### src/rtl/scope_trigger.sv
// Trigger/capture controller in front of the 64-bit trace scope: arms on request,
// fires on a masked level/edge match, streams DEPTH timestamped samples, then holds off.
module scope_trigger #(
    parameter int unsigned PROBE_W = 48,
    parameter int unsigned TS_W    = 16,
    parameter int unsigned DEPTH   = 16384,
    parameter logic [31:0] HOLDOFF = 32'd30000000
) (
    input  logic               clk,
    input  logic               reset,
    input  logic               arm,
    input  logic               abort,
    input  logic [PROBE_W-1:0] trig_mask,
    input  logic [PROBE_W-1:0] trig_value,
    input  logic               trig_edge,
    input  logic [PROBE_W-1:0] probe,
    output logic [63:0]        trace_in,
    output logic               trace_en,
    output logic               armed,
    output logic               busy,
    output logic               done
);

    typedef enum logic [1:0] {
        S_IDLE,
        S_ARMED,
        S_CAPTURE,
        S_HOLDOFF
    } state_t;

    localparam logic [31:0] DEPTH_C   = 32'(DEPTH);
    // A zero holdoff still spends one cycle in HOLDOFF.
    localparam logic [31:0] HOLD_LOAD = (HOLDOFF == 32'd0) ? 32'd0 : HOLDOFF - 32'd1;

    state_t               state_q, state_d;
    logic [PROBE_W-1:0]   probe_q, probe_d;
    logic                 match_q, match_d;
    logic                 done_q, done_d;
    logic                 trace_en_q, trace_en_d;
    logic [63:0]          trace_in_q, trace_in_d;
    logic [31:0]          sample_cnt_q, sample_cnt_d;
    logic [31:0]          hold_cnt_q, hold_cnt_d;

    logic                 match;
    logic                 fire;
    logic                 arm_accept;
    logic                 capture_end;

    // State register
    always_ff @(posedge clk) begin
        if (reset) begin
            state_q      <= S_IDLE;
            probe_q      <= '0;
            match_q      <= 1'b1;
            done_q       <= 1'b0;
            trace_en_q   <= 1'b0;
            trace_in_q   <= '0;
            sample_cnt_q <= '0;
            hold_cnt_q   <= '0;
        end else begin
            state_q      <= state_d;
            probe_q      <= probe_d;
            match_q      <= match_d;
            done_q       <= done_d;
            trace_en_q   <= trace_en_d;
            trace_in_q   <= trace_in_d;
            sample_cnt_q <= sample_cnt_d;
            hold_cnt_q   <= hold_cnt_d;
        end
    end

    always_comb begin
        match       = (((probe_q ^ trig_value) & trig_mask) == '0);
        fire        = (state_q == S_ARMED) && match && (!trig_edge || !match_q);
        arm_accept  = (state_q == S_IDLE) && arm && !abort;
        capture_end = abort || (sample_cnt_q == DEPTH_C);
    end

    // Next-state and datapath
    always_comb begin
        state_d      = state_q;
        probe_d      = probe;
        match_d      = match;
        done_d       = done_q;
        trace_en_d   = trace_en_q;
        trace_in_d   = trace_in_q;
        sample_cnt_d = sample_cnt_q;
        hold_cnt_d   = hold_cnt_q;

        case (state_q)
            S_IDLE: begin
                if (arm_accept) begin
                    state_d = S_ARMED;
                    done_d  = 1'b0;
                    match_d = 1'b1;
                end
            end
            S_ARMED: begin
                if (abort) begin
                    state_d = S_IDLE;
                end else if (fire) begin
                    state_d      = S_CAPTURE;
                    trace_en_d   = 1'b1;
                    trace_in_d   = {{TS_W{1'b0}}, probe_q};
                    sample_cnt_d = 32'd1;
                end
            end
            S_CAPTURE: begin
                if (capture_end) begin
                    state_d    = S_HOLDOFF;
                    trace_en_d = 1'b0;
                    done_d     = 1'b1;
                    hold_cnt_d = HOLD_LOAD;
                end else begin
                    trace_en_d   = 1'b1;
                    trace_in_d   = {sample_cnt_q[TS_W-1:0], probe_q};
                    sample_cnt_d = sample_cnt_q + 32'd1;
                end
            end
            S_HOLDOFF: begin
                if (hold_cnt_q == 32'd0) begin
                    state_d = S_IDLE;
                end else begin
                    hold_cnt_d = hold_cnt_q - 32'd1;
                end
            end
            default: state_d = S_IDLE;
        endcase
    end

    // Outputs
    always_comb begin
        trace_in = trace_in_q;
        trace_en = trace_en_q;
        done     = done_q;
        armed    = (state_q == S_ARMED);
        busy     = (state_q == S_CAPTURE) || (state_q == S_HOLDOFF);
    end

endmodule
### config.mk
export PLATFORM = sky130hd
export DESIGN_NAME = scope_trigger
export DESIGN_NICKNAME = d
export VERILOG_FILES = /design/src/rtl/scope_trigger.sv
export SDC_FILE = /design/constraint.sdc
export NUM_CORES = 1
export LEC_CHECK = 0
export ABC_CLOCK_PERIOD_IN_PS = 2700
export BUFFER_PORTS_ARGS = -buffer_cell sky130_fd_sc_hd__buf_2
export CORE_MARGIN = 3
export CORE_UTILIZATION = 41
export DETAILED_ROUTE_END_ITERATION = 16
export HOLD_SLACK_MARGIN = 0.1
export PLACE_DENSITY = 0.67
export RECOVER_POWER = 100
export SYNTH_ARGS = -nofsm -noshare
export SYNTH_HDL_FRONTEND = slang
export SYNTH_SLANG_ARGS = --single-unit
### constraint.sdc
create_clock -name clk -period 2.7 [get_ports clk]
set_input_delay 0.54 -clock clk [delete_from_list [all_inputs] [get_ports clk]]
set_output_delay 0.54 -clock clk [all_outputs]
set_load 0.005 [all_outputs]
# After elaboration in Yosys (flattened, before gate mapping)
# Index checks and enable logic that the tools add are counted.
dict set report totals {
  in_bits 149
  elab_cells 71
  out_inout_bits 68
  latch_bits 0
  ramBits 0
  romBits 0
  memories 0
  ff_bits 181
}
dict set report classes {
  eq_ne 12
  shifts 0
  n_reduce_logical 21
  n_div 0
  addsub 2
  mux 26
  n_mul 0
  order_cmp 0
  bitwise_logic 2
}
# operator n
set op_table {}
lappend op_table {{$mux W64} 3}
lappend op_table {{$mux W32} 5}
lappend op_table {{$pmux W32 S2} 2}
lappend op_table {{$pmux W64 S2} 1}
lappend op_table {{$and A48 B48 Y48} 1}
lappend op_table {{$logic_not A48 Y1} 1}
lappend op_table {{$xor A48 B48 Y48} 1}
lappend op_table {{$add A32 B1 Y32 const B} 1}
lappend op_table {{$eq A32 B15 Y1 const B} 1}
lappend op_table {{$logic_not A32 Y1} 1}
lappend op_table {{$sub A32 B1 Y32 const B} 1}
lappend op_table {{$ne A2 B2 Y1 const B} 6}
lappend op_table {{$mux W2} 5}
lappend op_table {{$reduce_and A3 Y1} 3}
lappend op_table {{$pmux W2 S4} 1}
lappend op_table {{$reduce_and A4 Y1} 2}
lappend op_table {{$mux W1} 7}
lappend op_table {{$reduce_bool A2 Y1} 3}
lappend op_table {{$eq A2 B2 Y1 const B} 2}
lappend op_table {{$logic_and A1 B1 Y1} 4}
lappend op_table {{$pmux W1 S2} 2}
lappend op_table {{$logic_not A1 Y1} 3}
lappend op_table {{$logic_or A1 B1 Y1} 3}
lappend op_table {{$ne A3 B2 Y1 const B} 1}
lappend op_table {{3 further kinds} 3}

# Logic depth before layout (Yosys ltp)
# Gate-level depths: netlist of run 1.
dict set report depth {
  ltp_word 8
  ltp_mapped 11
  depth_no_buf 9
}

# Least setup slack after synthesis of run 1
# No wires, ideal clock.
dict set report synth_path {
  path_type {register -> register}
  start {register hold_cnt_q[4]}
  end {register hold_cnt_q[26]}
  setup_slack_ns 0.155
  setup_ns 0.124
  arrival_time_ns 2.420
  synth_period_minus_slack_ns 2.545
  t_required_ns 2.576
  path_buffers 1
  path_stages_with_launch 8
  path_cell_list {dfxtp_1 > or4_1 > buf_2 > or4b_4 > or2_1 > or4_1 > o21ai_1 > a21oi_1}
}
dict set report synth_between {
  elab_chain_len 3
  elab_cells_between_ends 6
  classes_between {1 x add/sub; 1 x eq/ne; 2 x mux; 2 x reduce/logical}
}
# item line
set synth_rtl {}
lappend synth_rtl {{start: declaration} 42} ;# logic [31:0] hold_cnt_q, hold_cnt_d;
lappend synth_rtl {{start signal: assignment} 68} ;# hold_cnt_q <= hold_cnt_d;
lappend synth_rtl {{$sub A32 B1 Y32 / $logic_not A32 Y1 (equally long branches)} {124, 121}}
lappend synth_rtl {{$mux W32 / $ne A2 B2 Y1 (equally long branches)} n/a}
lappend synth_rtl {{$pmux W32 S2 / $reduce_and A3 Y1 (equally long branches)} n/a}
# Several ways; a longest one is shown, not always the timed one. The select of a mux whose other input is x is not followed.
# A chain may end at the register's enable or synchronous reset.

# Worst setup path after layout of run 1
dict set report layout_path {
  start {register hold_cnt_q[8]}
  end {register hold_cnt_q[26]}
}
# The elaborated chain is that of the path after synthesis.

==> impl_metrics.env, run 1 <==
export IMPL_status="completed"
export IMPL_num_vias=7523
export IMPL_die_area_mm2=0.0209
export IMPL_cp_start_kind="flip-flop"
export IMPL_synth_edf_count=0
export IMPL_synth_compound_area_frac=0.187
export IMPL_post_cts_buffers=0
export IMPL_synth_avg_cell_area_um2=8.57
export IMPL_min_to="probe_q[13]$_SDFF_PP0_"
export IMPL_power_frac_comb=0.057
export IMPL_synth_adder_area_share=0.00637
export IMPL_root_buffer="clkbuf_16"
export IMPL_fmax_mhz=386
export IMPL_crit_fanout=6
export IMPL_ant_nets=0
export IMPL_synthesis_area_mm2=0.00786
export IMPL_die_h_um=144
export IMPL_nets=1278
export IMPL_synth_nets=1070
export IMPL_port_buffers=216
export IMPL_rr_endpoint="hold_cnt_q[26]$_SDFFE_PP0P_"
export IMPL_final_max_slew_violation_count=0
export IMPL_rsz0062_at_grt="no"
export IMPL_cts_max_level=4
export IMPL_numCtsBuffers=17
export IMPL_min_from="probe[13]"
export IMPL_wl_um=24200
export IMPL_yosys_register_bits=181
export IMPL_grt_overflow=0
export IMPL_power_frac_seq=0.489
export IMPL_p_int_mw=4.29
export IMPL_cts_tree="yes"
export IMPL_switching_share=0.238
export IMPL_r2r_cells=6
export IMPL_grt_pass1_wl_um=36900
export IMPL_ir_drop_v=0.000500
export IMPL_yosysWarnings=0
export IMPL_synth_xor_xnor_area_share=0.0836
export IMPL_power_mw=5.63
export IMPL_yosysTopAreaCellShare=0.461
export IMPL_power_density_mw_per_mm2=571
export IMPL_areaGrowthSynthToFinish_pct=25.5
export IMPL_rows=50
export IMPL_finClkSkew_ps=11.0
export IMPL_start_util=0.419
export IMPL_drc=0
export IMPL_yosys_most_used_dff="dfxtp_1"
export IMPL_grt_use_total=0.224
export IMPL_endpoint_kind="flip-flop"
export IMPL_min_period_over_period=0.960
export IMPL_netlist_instances=917
export IMPL_drv_cap=0
export IMPL_numClockSinks=181
export IMPL_whs_ps=309
export IMPL_p_sw_mw=1.34
export IMPL_dpl_instance_area_mm2=0.00933
export IMPL_core_area_mm2=0.0188
export IMPL_setup_viol=0
export IMPL_power_leakage_nw=3.82
export IMPL_hold_depth=2
export IMPL_die_w_um=144
export IMPL_slowest_delay_ps=590
export IMPL_first_iter_violations=584
export IMPL_drtPass1Iterations=5
export IMPL_crit_chain="or4_1 -> or4b_4 -> or2_1 -> or4_1 -> o21ai_1 -> a21oi_1"
export IMPL_grt_pass1_vias=6866
export IMPL_layout_min_cycle_time_ps=2590
export IMPL_vias_per_cell=5.48
export IMPL_synth_area_leaders="dfxtp_1, a21oi_1, xor2_1"
export IMPL_final_layout_size_suffix_gt1_frac=0.210
export IMPL_hpwl_um=17100
export IMPL_dp_slack_ps=-35.8
export IMPL_routabilityCongestion=0.847
export IMPL_nFillCells=1809
export IMPL_antenna_found_initial=0
export IMPL_tightestPinTransition_ps=1290
export IMPL_r2r_start="hold_cnt_q[8]$_SDFFE_PP0P_"
export IMPL_cp_top_family="simple AND/OR/NAND/NOR gates"
export IMPL_hp_class="in2reg"
export IMPL_clk_pin_slew_ps=70
export IMPL_final_common_cell="dfxtp_1"
export IMPL_arrival_ps=2900
export IMPL_p_clk_frac=0.454
export IMPL_finalHoldViolations=0
export IMPL_synthArstFlopShare=0
export IMPL_cp_required_ps=3010
export IMPL_cp_common_cell="or4_1"
export IMPL_num_io_pins=217
export IMPL_synth_top_family_by_area="simple AND/OR/NAND/NOR gates"
export IMPL_critPathBufInv=0
export IMPL_synth_mux_area_frac=0.00637
export IMPL_routedWlPerCell_um=17.6
export IMPL_worstSetupPathType="reg2reg"
export IMPL_clock_latency_ps=430
export IMPL_diodes=0
export IMPL_worstSetupStartpoint="hold_cnt_q[8]$_SDFFE_PP0P_"
export IMPL_maxSlewHeadroom=0.138
export IMPL_synth_cell_types=48
export IMPL_rrSetupSlack_ps=110
export IMPL_fin_ws_ps=109
export IMPL_final_cell_mix="dfxtp_1, buf_2, a21oi_1, nand3_1, o21ai_0"
export IMPL_synth_seq_area_share=0.461
export IMPL_synth_top_area_cell="dfxtp_1"
export IMPL_yosys_area_share_simple=0.219
export IMPL_clk_path_buf_depth=2
export IMPL_grt_max_degree=64
export IMPL_critPathSlowestCell="or4_1"
export IMPL_fin_area_mm2=0.00986
## worst max-delay path by stage
stage / end / slack, ps / depth (start not counted)
finish: hold_cnt_q[26]$_SDFFE_PP0P_ / 110 / 6
global route: hold_cnt_q[26]$_SDFFE_PP0P_ / 8 / 6
CTS: sample_cnt_q[6]$_SDFFE_PP0P_ / 40 / 9
detailed placement: trace_in[37]$_SDFFE_PP0P_ / -40 / 10
global placement: trace_in[47]$_SDFFE_PP0P_ / 90 / 10
floorplan: hold_cnt_q[26]$_SDFFE_PP0P_ / 160 / 7
## state kept, by name (all words and copies together) (netlist names), named ones only
| signal | cells |
|---|---|
| trace_in | 64 |
| probe_q | 48 |
| hold_cnt_q | 32 |
| sample_cnt_q | 32 |
| done | 1 |
| match_q | 1 |
| state_q | 1 |
| trace_en | 1 |
## per-stage QoR
step,util,instances,TNS [ps]
global route,0.526,1372,0
floorplan,-,917,0
detailed placement,0.497,1339,-619
global placement,0.497,1339,0
finish,0.526,1372,0
CTS,0.529,1371,0
## per-layer routing
metal	GRT usage	vias up	share of wire	wire length (um)
met1	0.319	3535	0.46	11000
li1	-	3707	-	-
met4	0.0751	0	0.022	538
met5	0	-	0	0
met2	0.338	247	0.46	11200
met3	0.0476	34	0.058	1400
## cell usage after synthesis (2+ instances only)
cell	n
inv_1	8
o2111ai_1	3
nand2b_1	3
dfxtp_1	181
a21oi_1	109
nand4b_1	2
or2_2	4
a22oi_1	24
buf_2	6
a211oi_1	5
nor2b_1	52
nand4_1	13
or3_1	16
a21o_1	3
and3_1	5
nor2_1	48
a31oi_1	6
ha_1	4
a311oi_1	12
or4_1	5
xnor2_1	24
o31ai_1	3
mux2i_1	5
nor4b_1	3
clkbuf_1	54
nor4_1	16
buf_1	5
nand3_1	84
o21ai_0	65
o211ai_1	16
xor2_1	51
nand2_1	40
nor3_1	27
## cells by family (layout without fill, tap and decap cells)
logic type,after synthesis,in the layout
adder cells (fa/ha/maj),4,4
buffers and inverters,74,294
AO/OA/AOI/OAI,252,252
AND/OR/NAND/NOR,326,327
multiplexers,5,5
XOR/XNOR,75,75
flip-flops,181,181
## power groups by stage
stage / Clock, mW / Sequential (mW) / Combinational (mW)
after detailed placement: 0 / 2.81 / 0.319
after global routing: 2.70 / 2.75 / 0.353
after global placement: 0 / 2.81 / 0.316
final: 2.56 / 2.75 / 0.322
after CTS: 2.59 / 2.75 / 0.320
after floorplan: 0 / 2.79 / 0.152
## final cells by class
cell class,count,area [um^2],area share
Timing Repair Buffer,253,1310,0.133
Tap cell,234,293,0.0297
Sequential cell,181,3620,0.367
Multi-Input combinational cell,663,4000,0.405
Inverter,9,33.8,0.00343
Clock inverter,14,166,0.0169
Clock buffer,18,439,0.0445
## repair_timing
| item | 4_1_cts | 5_1_grt |
|---|---|---|
| resized for setup | 0 | 6 |
| endpoints found under the setup margin | 0 | 66 |
| hold buffers | 0 | 0 |
| hold endpoints to repair | 0 | 0 |
(Power assumes the default switching activity.)
==> run 2: changes to the inputs <==
- BUFFER_PORTS_ARGS: -buffer_cell sky130_fd_sc_hd__buf_2 -> not set
- DONT_BUFFER_PORTS: not set -> 1
- PLACE_DENSITY: 0.67 -> 0.56
==> run 2 against run 1 <==
  * Critical path depth is the same
  * Setup slack lost 43 ps
  * Largest power group unchanged
  * Clock skew grew 5.2 ps
  * Worst hold slack lost 100 ps
  * Wire length shrank 1.9%
  * Sequential share of layout area grew 3.7 points
  * Clock power shrank 3%
  * Register-to-register slack lost 40 ps
  * Highest routed layer unchanged
==> impl_metrics.env, run 2 (synthesized netlist as in run 1, its figures left out) <==
export IMPL_status="completed"
export IMPL_antenna_found_initial=1
export IMPL_critPathSlowestCell="or4_1"
export IMPL_instances_no_fill=1169
export IMPL_cp_common_cell="or4_1"
export IMPL_routedWlPerCell_um=20.3
export IMPL_hp_class="in2reg"
export IMPL_hpwl_um=16600
export IMPL_fin_ws_ps=65.9
export IMPL_routabilityCongestion=0.849
export IMPL_postCtsHoldBufs=0
export IMPL_power_mw=5.40
export IMPL_ant_nets=0
export IMPL_fin_area_mm2=0.00896
export IMPL_die_area_mm2=0.0209
export IMPL_cp_start_kind="flip-flop"
export IMPL_arrival_ps=2930
export IMPL_port_buffers=0
export IMPL_core_area_mm2=0.0188
export IMPL_crit_chain="or4_1 -> or4b_4 -> or2_0 -> or4_1 -> o21ai_1 -> a21oi_1"
export IMPL_cp_num_cells=6
export IMPL_ir_drop_v=0.000381
export IMPL_cp_required_ps=3000
export IMPL_vias_per_cell=5.79
export IMPL_hold_depth=1
export IMPL_worstSetupPathType="reg2reg"
export IMPL_tightestPinTransition_ps=1060
export IMPL_final_cell_mix="dfxtp_1, a21oi_1, nand3_1, o21ai_0"
export IMPL_root_buffer="clkbuf_16"
export IMPL_start_util=0.419
export IMPL_final_layout_size_suffix_gt1_frac=0.0996
export IMPL_grt_pass1_vias=6294
export IMPL_finClkSkew_ps=16.2
export IMPL_rsz0062_at_grt="no"
export IMPL_drc=0
export IMPL_rows=50
export IMPL_clk_pin_slew_ps=70
export IMPL_dpl_instance_area_mm2=0.00836
export IMPL_power_leakage_nw=3.19
export IMPL_layout_min_cycle_time_ps=2630
export IMPL_drtPass1Iterations=5
export IMPL_drv_cap=0
export IMPL_setup_viol=0
export IMPL_largest_register_ffs=64
export IMPL_areaGrowthSynthToFinish_pct=14.0
export IMPL_nets=1074
export IMPL_power_density_mw_per_mm2=603
export IMPL_grt_use_total=0.223
export IMPL_placed_cells=1135
export IMPL_r2r_cells=6
export IMPL_die_w_um=144
export IMPL_clock_latency_ps=430
export IMPL_die_h_um=144
export IMPL_cts_tree="yes"
export IMPL_slowest_delay_ps=600
export IMPL_grt_overflow=0
export IMPL_wl_um=23700
export IMPL_final_max_slew_violation_count=0
export IMPL_num_io_pins=217
export IMPL_maxSlewHeadroom=0.290
export IMPL_first_iter_violations=442
export IMPL_numCtsBuffers=17
export IMPL_critPathBufInv=0
export IMPL_post_route_util=0.477
export IMPL_fmax_mhz=380
export IMPL_grt_pass1_wl_um=36100
export IMPL_finalHoldViolations=0
export IMPL_nFillCells=1865
export IMPL_cts_max_level=4
export IMPL_min_period_over_period=0.976
export IMPL_clk_path_buf_depth=2
export IMPL_endpoint_kind="flip-flop"
export IMPL_grt_max_degree=161
export IMPL_cp_top_family="simple AND/OR/NAND/NOR gates"
export IMPL_num_vias=6772
export IMPL_numClockSinks=181
export IMPL_crit_fanout=6
export IMPL_dp_slack_ps=-326
export IMPL_final_common_cell="dfxtp_1"
==> run 2: changes by cell type in the layout (fill, tap and decap cells not counted), moves of 3 or more <==
cell	change
clkbuf_1	-60
clkbuf_2	-3
buf_2	-155
inv_8	-3
clkinv_8	+8
buf_4	+18
clkinv_4	-3
inv_6	+3
==> run 2: power breakdown <==
part / total, mW / internal, mW / switching [mW]
clock network: 2.48 / 1.26 / 1.22
logic: 0.178 / 0.0899 / 0.0879
registers: 2.74 / 2.71 / 0.0368
==> run 2: path summary, 6_finish.rpt <==
kind                                      end                         from  slack [ps]
setup / recovery  hold_cnt_q[26]$_SDFFE_PP0P_   hold_cnt_q[8]$_SDFFE_PP0P_          70
hold / removal    hold_cnt_q[24]$_SDFFE_PP0P_                        reset         210
setup reg to reg  hold_cnt_q[26]$_SDFFE_PP0P_   hold_cnt_q[8]$_SDFFE_PP0P_          70
hold reg to reg   hold_cnt_q[26]$_SDFFE_PP0P_  hold_cnt_q[26]$_SDFFE_PP0P_         490
==> run 2: what timing repair did <==
| item | 4_1_cts | 5_1_grt |
|---|---|---|
| gates cloned | 0 | 0 |
| buffers inserted | 0 | 1 |
| pin swaps | 0 | 3 |
| setup endpoints to repair | 58 | 30 |
| resized for setup | 2 | 3 |
==> run 2: cell type report <==
type / instances / area [um^2] / area share
Multi-Input combinational cell: 662 / 3980 / 0.445
Sequential cell: 181 / 3620 / 0.405
Clock buffer: 18 / 429 / 0.0479
Timing Repair Buffer: 50 / 410 / 0.0458
Tap cell: 234 / 293 / 0.0327
Clock inverter: 14 / 183 / 0.0204
Inverter: 9 / 33.8 / 0.00377
Antenna cell: 1 / 2.50 / 0.000279
==> run 2: through the flow <==
step | setup TNS [ps] | hold slack (ps)
floorplan | 0 | 453
global placement | -16980 | 473
detailed placement | -19110 | 477
CTS | 0 | 173
global route | 0 | 158
finish | 0 | 207
==> run 2: routing by layer <==
metal / wire [um] / GRT usage / vias up
met4: 318 / 0.0481 / 0
met3: 1830 / 0.0728 / 22
met5: 0 / 0 / -
met1: 10400 / 0.300 / 3199
met2: 11200 / 0.351 / 236
li1: - / - / 3315
==> run 3: changes to the inputs <==
- ABC_AREA: not set -> 1
==> run 3 against run 2 <==
  * Cell count increased by 44%
  * Core utilization decreased by 2.3 points
  * Via count increased by 28%
  * Critical endpoint is now trace_in[16]$_SDFFE_PP0P_
  * Worst hold slack got worse by 30 ps
  * Register-to-register slack improved by 290 ps
  * Clock power increased by 3%
  * Setup slack improved by 290 ps
  * Clock skew about the same
  * Combinational power increased to 21 times the previous value
  * Critical path depth increased by 6
==> impl_metrics.env, run 3 <==
export IMPL_port_buffers=0
export IMPL_met2WireLength_um=11600
export IMPL_min_period_over_period=0.868
export IMPL_wl_um=25600
export IMPL_yosys_most_used_dff="dfxtp_1"
export IMPL_nFillCells=2368
export IMPL_endpoint_kind="flip-flop"
export IMPL_cp_num_cells=12
export IMPL_yosysMostFrequentCell="nand2_1"
export IMPL_final_layout_size_suffix_gt1_frac=0.0462
export IMPL_clk_pin_slew_ps=80
export IMPL_largest_register_ffs=64
export IMPL_ir_drop_v=0.000542
export IMPL_multi_input_area_mm2=0.00477
export IMPL_synth_top_area_cell="dfxtp_1"
export IMPL_root_buffer="clkbuf_16"
export IMPL_synth_nets=1584
export IMPL_endpoint="trace_in[16]$_SDFFE_PP0P_"
export IMPL_yosysTopAreaCellShare=0.386
export IMPL_tightestPinTransition_ps=672
export IMPL_fmax_mhz=427
export IMPL_cts_max_level=4
export IMPL_synth_top_cells_by_count="nand2_1, nand3_1, nor2_1, dfxtp_1, inv_1"
export IMPL_nets=1546
export IMPL_first_iter_violations=617
export IMPL_yosysWarnings=0
export IMPL_clk_path_buf_depth=2
export IMPL_rr_endpoint="trace_in[16]$_SDFFE_PP0P_"
export IMPL_num_vias=8672
export IMPL_final_cell_mix="nand2_1, nand3_1, nor2_1, dfxtp_1, inv_1"
export IMPL_highest_layer="met4"
export IMPL_diodes=0
export IMPL_rrSetupSlack_ps=360
export IMPL_yosys_register_bits=181
export IMPL_rsz0062_at_grt="no"
export IMPL_cp_start_kind="flip-flop"
export IMPL_critPathBufInv=2
export IMPL_worstSetupStartpoint="sample_cnt_q[7]$_SDFFE_PP0P_"
export IMPL_drv_cap=0
export IMPL_areaGrowthSynthToFinish_pct=7.38
export IMPL_crit_chain="inv_1 -> nand2_1 -> nor3_1 -> nand2_1 -> nor3_1 -> nand2_1 -> nand3_1 -> o21ai_4 -> nand2_4 -> buf_4 -> nand2_1 -> a21oi_1"
export IMPL_r2r_start="sample_cnt_q[7]$_SDFFE_PP0P_"
export IMPL_die_w_um=157
export IMPL_numCtsBuffers=17
export IMPL_vias_per_cell=5.14
export IMPL_synth_seq_area_share=0.386
export IMPL_grt_overflow=0
export IMPL_setup_viol=0
export IMPL_power_mw=9.57
export IMPL_power_density_mw_per_mm2=950
export IMPL_num_io_pins=217
export IMPL_cp_common_cell="nand2_1"
export IMPL_clock_latency_ps=440
export IMPL_synthesis_area_mm2=0.00938
export IMPL_post_cts_buffers=0
export IMPL_ant_nets=0
export IMPL_cts_resized=0
export IMPL_grt_max_degree=143
export IMPL_synth_area_leaders="dfxtp_1, nand2_1, nand3_1"
export IMPL_power_leakage_nw=4.18
export IMPL_arrival_ps=2710
export IMPL_seq_area_mm2=0.00362
export IMPL_grt_pass1_wl_um=41100
export IMPL_status="completed"
export IMPL_synthArstFlopShare=0
export IMPL_cts_tree="yes"
export IMPL_core_area_mm2=0.0222
export IMPL_routedWlPerCell_um=15.2
export IMPL_layout_min_cycle_time_ps=2340
export IMPL_routabilityCongestion=0.906
export IMPL_critPathSlowestCell="buf_4"
export IMPL_crit_fanout=36
export IMPL_r2r_cells=12
export IMPL_cp_required_ps=3060
export IMPL_synth_avg_cell_area_um2=6.56
export IMPL_final_common_cell="nand2_1"
export IMPL_grt_use_total=0.205
export IMPL_die_area_mm2=0.0247
export IMPL_final_max_slew_violation_count=0
export IMPL_worstSetupPathType="reg2reg"
export IMPL_synth_cell_types=28
export IMPL_die_h_um=157
export IMPL_hpwl_um=18200
export IMPL_antenna_found_initial=0
export IMPL_grt_pass1_vias=7811
export IMPL_rows=54
export IMPL_drtPass1Iterations=6
export IMPL_synth_edf_count=0
export IMPL_drc=0
export IMPL_maxSlewHeadroom=0.548
export IMPL_postCtsHoldBufs=0
export IMPL_cp_top_family="simple AND/OR/NAND/NOR gates"
export IMPL_m1WireLength_um=11900
export IMPL_numClockSinks=181
export IMPL_finalHoldViolations=0
export IMPL_wl_met3_um=1840
export IMPL_hp_class="in2reg"
export IMPL_finClkSkew_ps=15.8
export IMPL_tns_ps=0
export IMPL_slowest_delay_ps=360
export IMPL_start_util=0.423
export IMPL_netlist_instances=1431
run 3: changes by cell type after synthesis, sizes merged, moves of 33 or more:
cell | before | now
inv | 8 | 154
nor2b | 52 | 0
buf | 11 | 44
nor2 | 48 | 198
nand3 | 84 | 223
nand2 | 40 | 318
run 3: final cells by class:
type,instances,area share
multi-input cells,1023,0.473
flip-flops and latches,181,0.360
inverters,154,0.0574
clock buffers,17,0.0422
well taps,280,0.0348
clock inverters,15,0.0181
repair buffers,16,0.0144
run 3: worst min path at each step:
stage	start	end	slack, ps	depth (start not counted)
after floorplan	trace_en$_SDFFE_PP0P_	trace_en$_SDFFE_PP0P_	440	2
after global placement	hold_cnt_q[5]$_SDFFE_PP0P_	hold_cnt_q[5]$_SDFFE_PP0P_	470	2
after detailed placement	trace_in[1]$_SDFFE_PP0P_	trace_in[1]$_SDFFE_PP0P_	470	2
after CTS	reset	hold_cnt_q[19]$_SDFFE_PP0P_	150	1
after global routing	reset	hold_cnt_q[19]$_SDFFE_PP0P_	150	1
final	reset	hold_cnt_q[18]$_SDFFE_PP0P_	180	1
run 3: through the flow:
| step | instances | setup WS [ps] | hold WS [ps] | util | cell area (um^2) |
|---|---|---|---|---|---|
| after global routing | 1686 | 87.0 | 153 | 0.455 | 10100 |
| after detailed placement | 1654 | 373 | 473 | 0.428 | 9480 |
| final | 1686 | 357 | 178 | 0.455 | 10100 |
| after global placement | 1654 | 432 | 472 | 0.428 | 9480 |
| after CTS | 1686 | 429 | 155 | 0.455 | 10100 |
| after floorplan | 1431 | 792 | 443 | - | 9380 |
run 3: logic make-up (layout without fill, tap and decap cells):
family                   after synthesis  count (layout)  synth area share
AND/OR/NAND/NOR                      816             816             0.377
buffers and inverters                227             202             0.106
flip-flops                           181             181             0.386
AO/OA/AOI/OAI                        164             164            0.0883
XOR/XNOR                              39              39            0.0364
adder cells (fa/ha/maj)                4               4           0.00533
run 3: where the power goes:
part / internal (mW) / leakage, nW / switching (mW) / total [mW]
combinational: 1.31 / 2.40 / 2.41 / 3.72
sequential: 2.96 / 1.48 / 0.345 / 3.30
clock: 1.26 / 0.295 / 1.29 / 2.55
run 3: per-layer routing:
metal  vias up  global-route usage
li1       4522                   -
met1      3886               0.279
met2       237               0.321
met3        27              0.0599
met4         0              0.0512
met5         -                   0
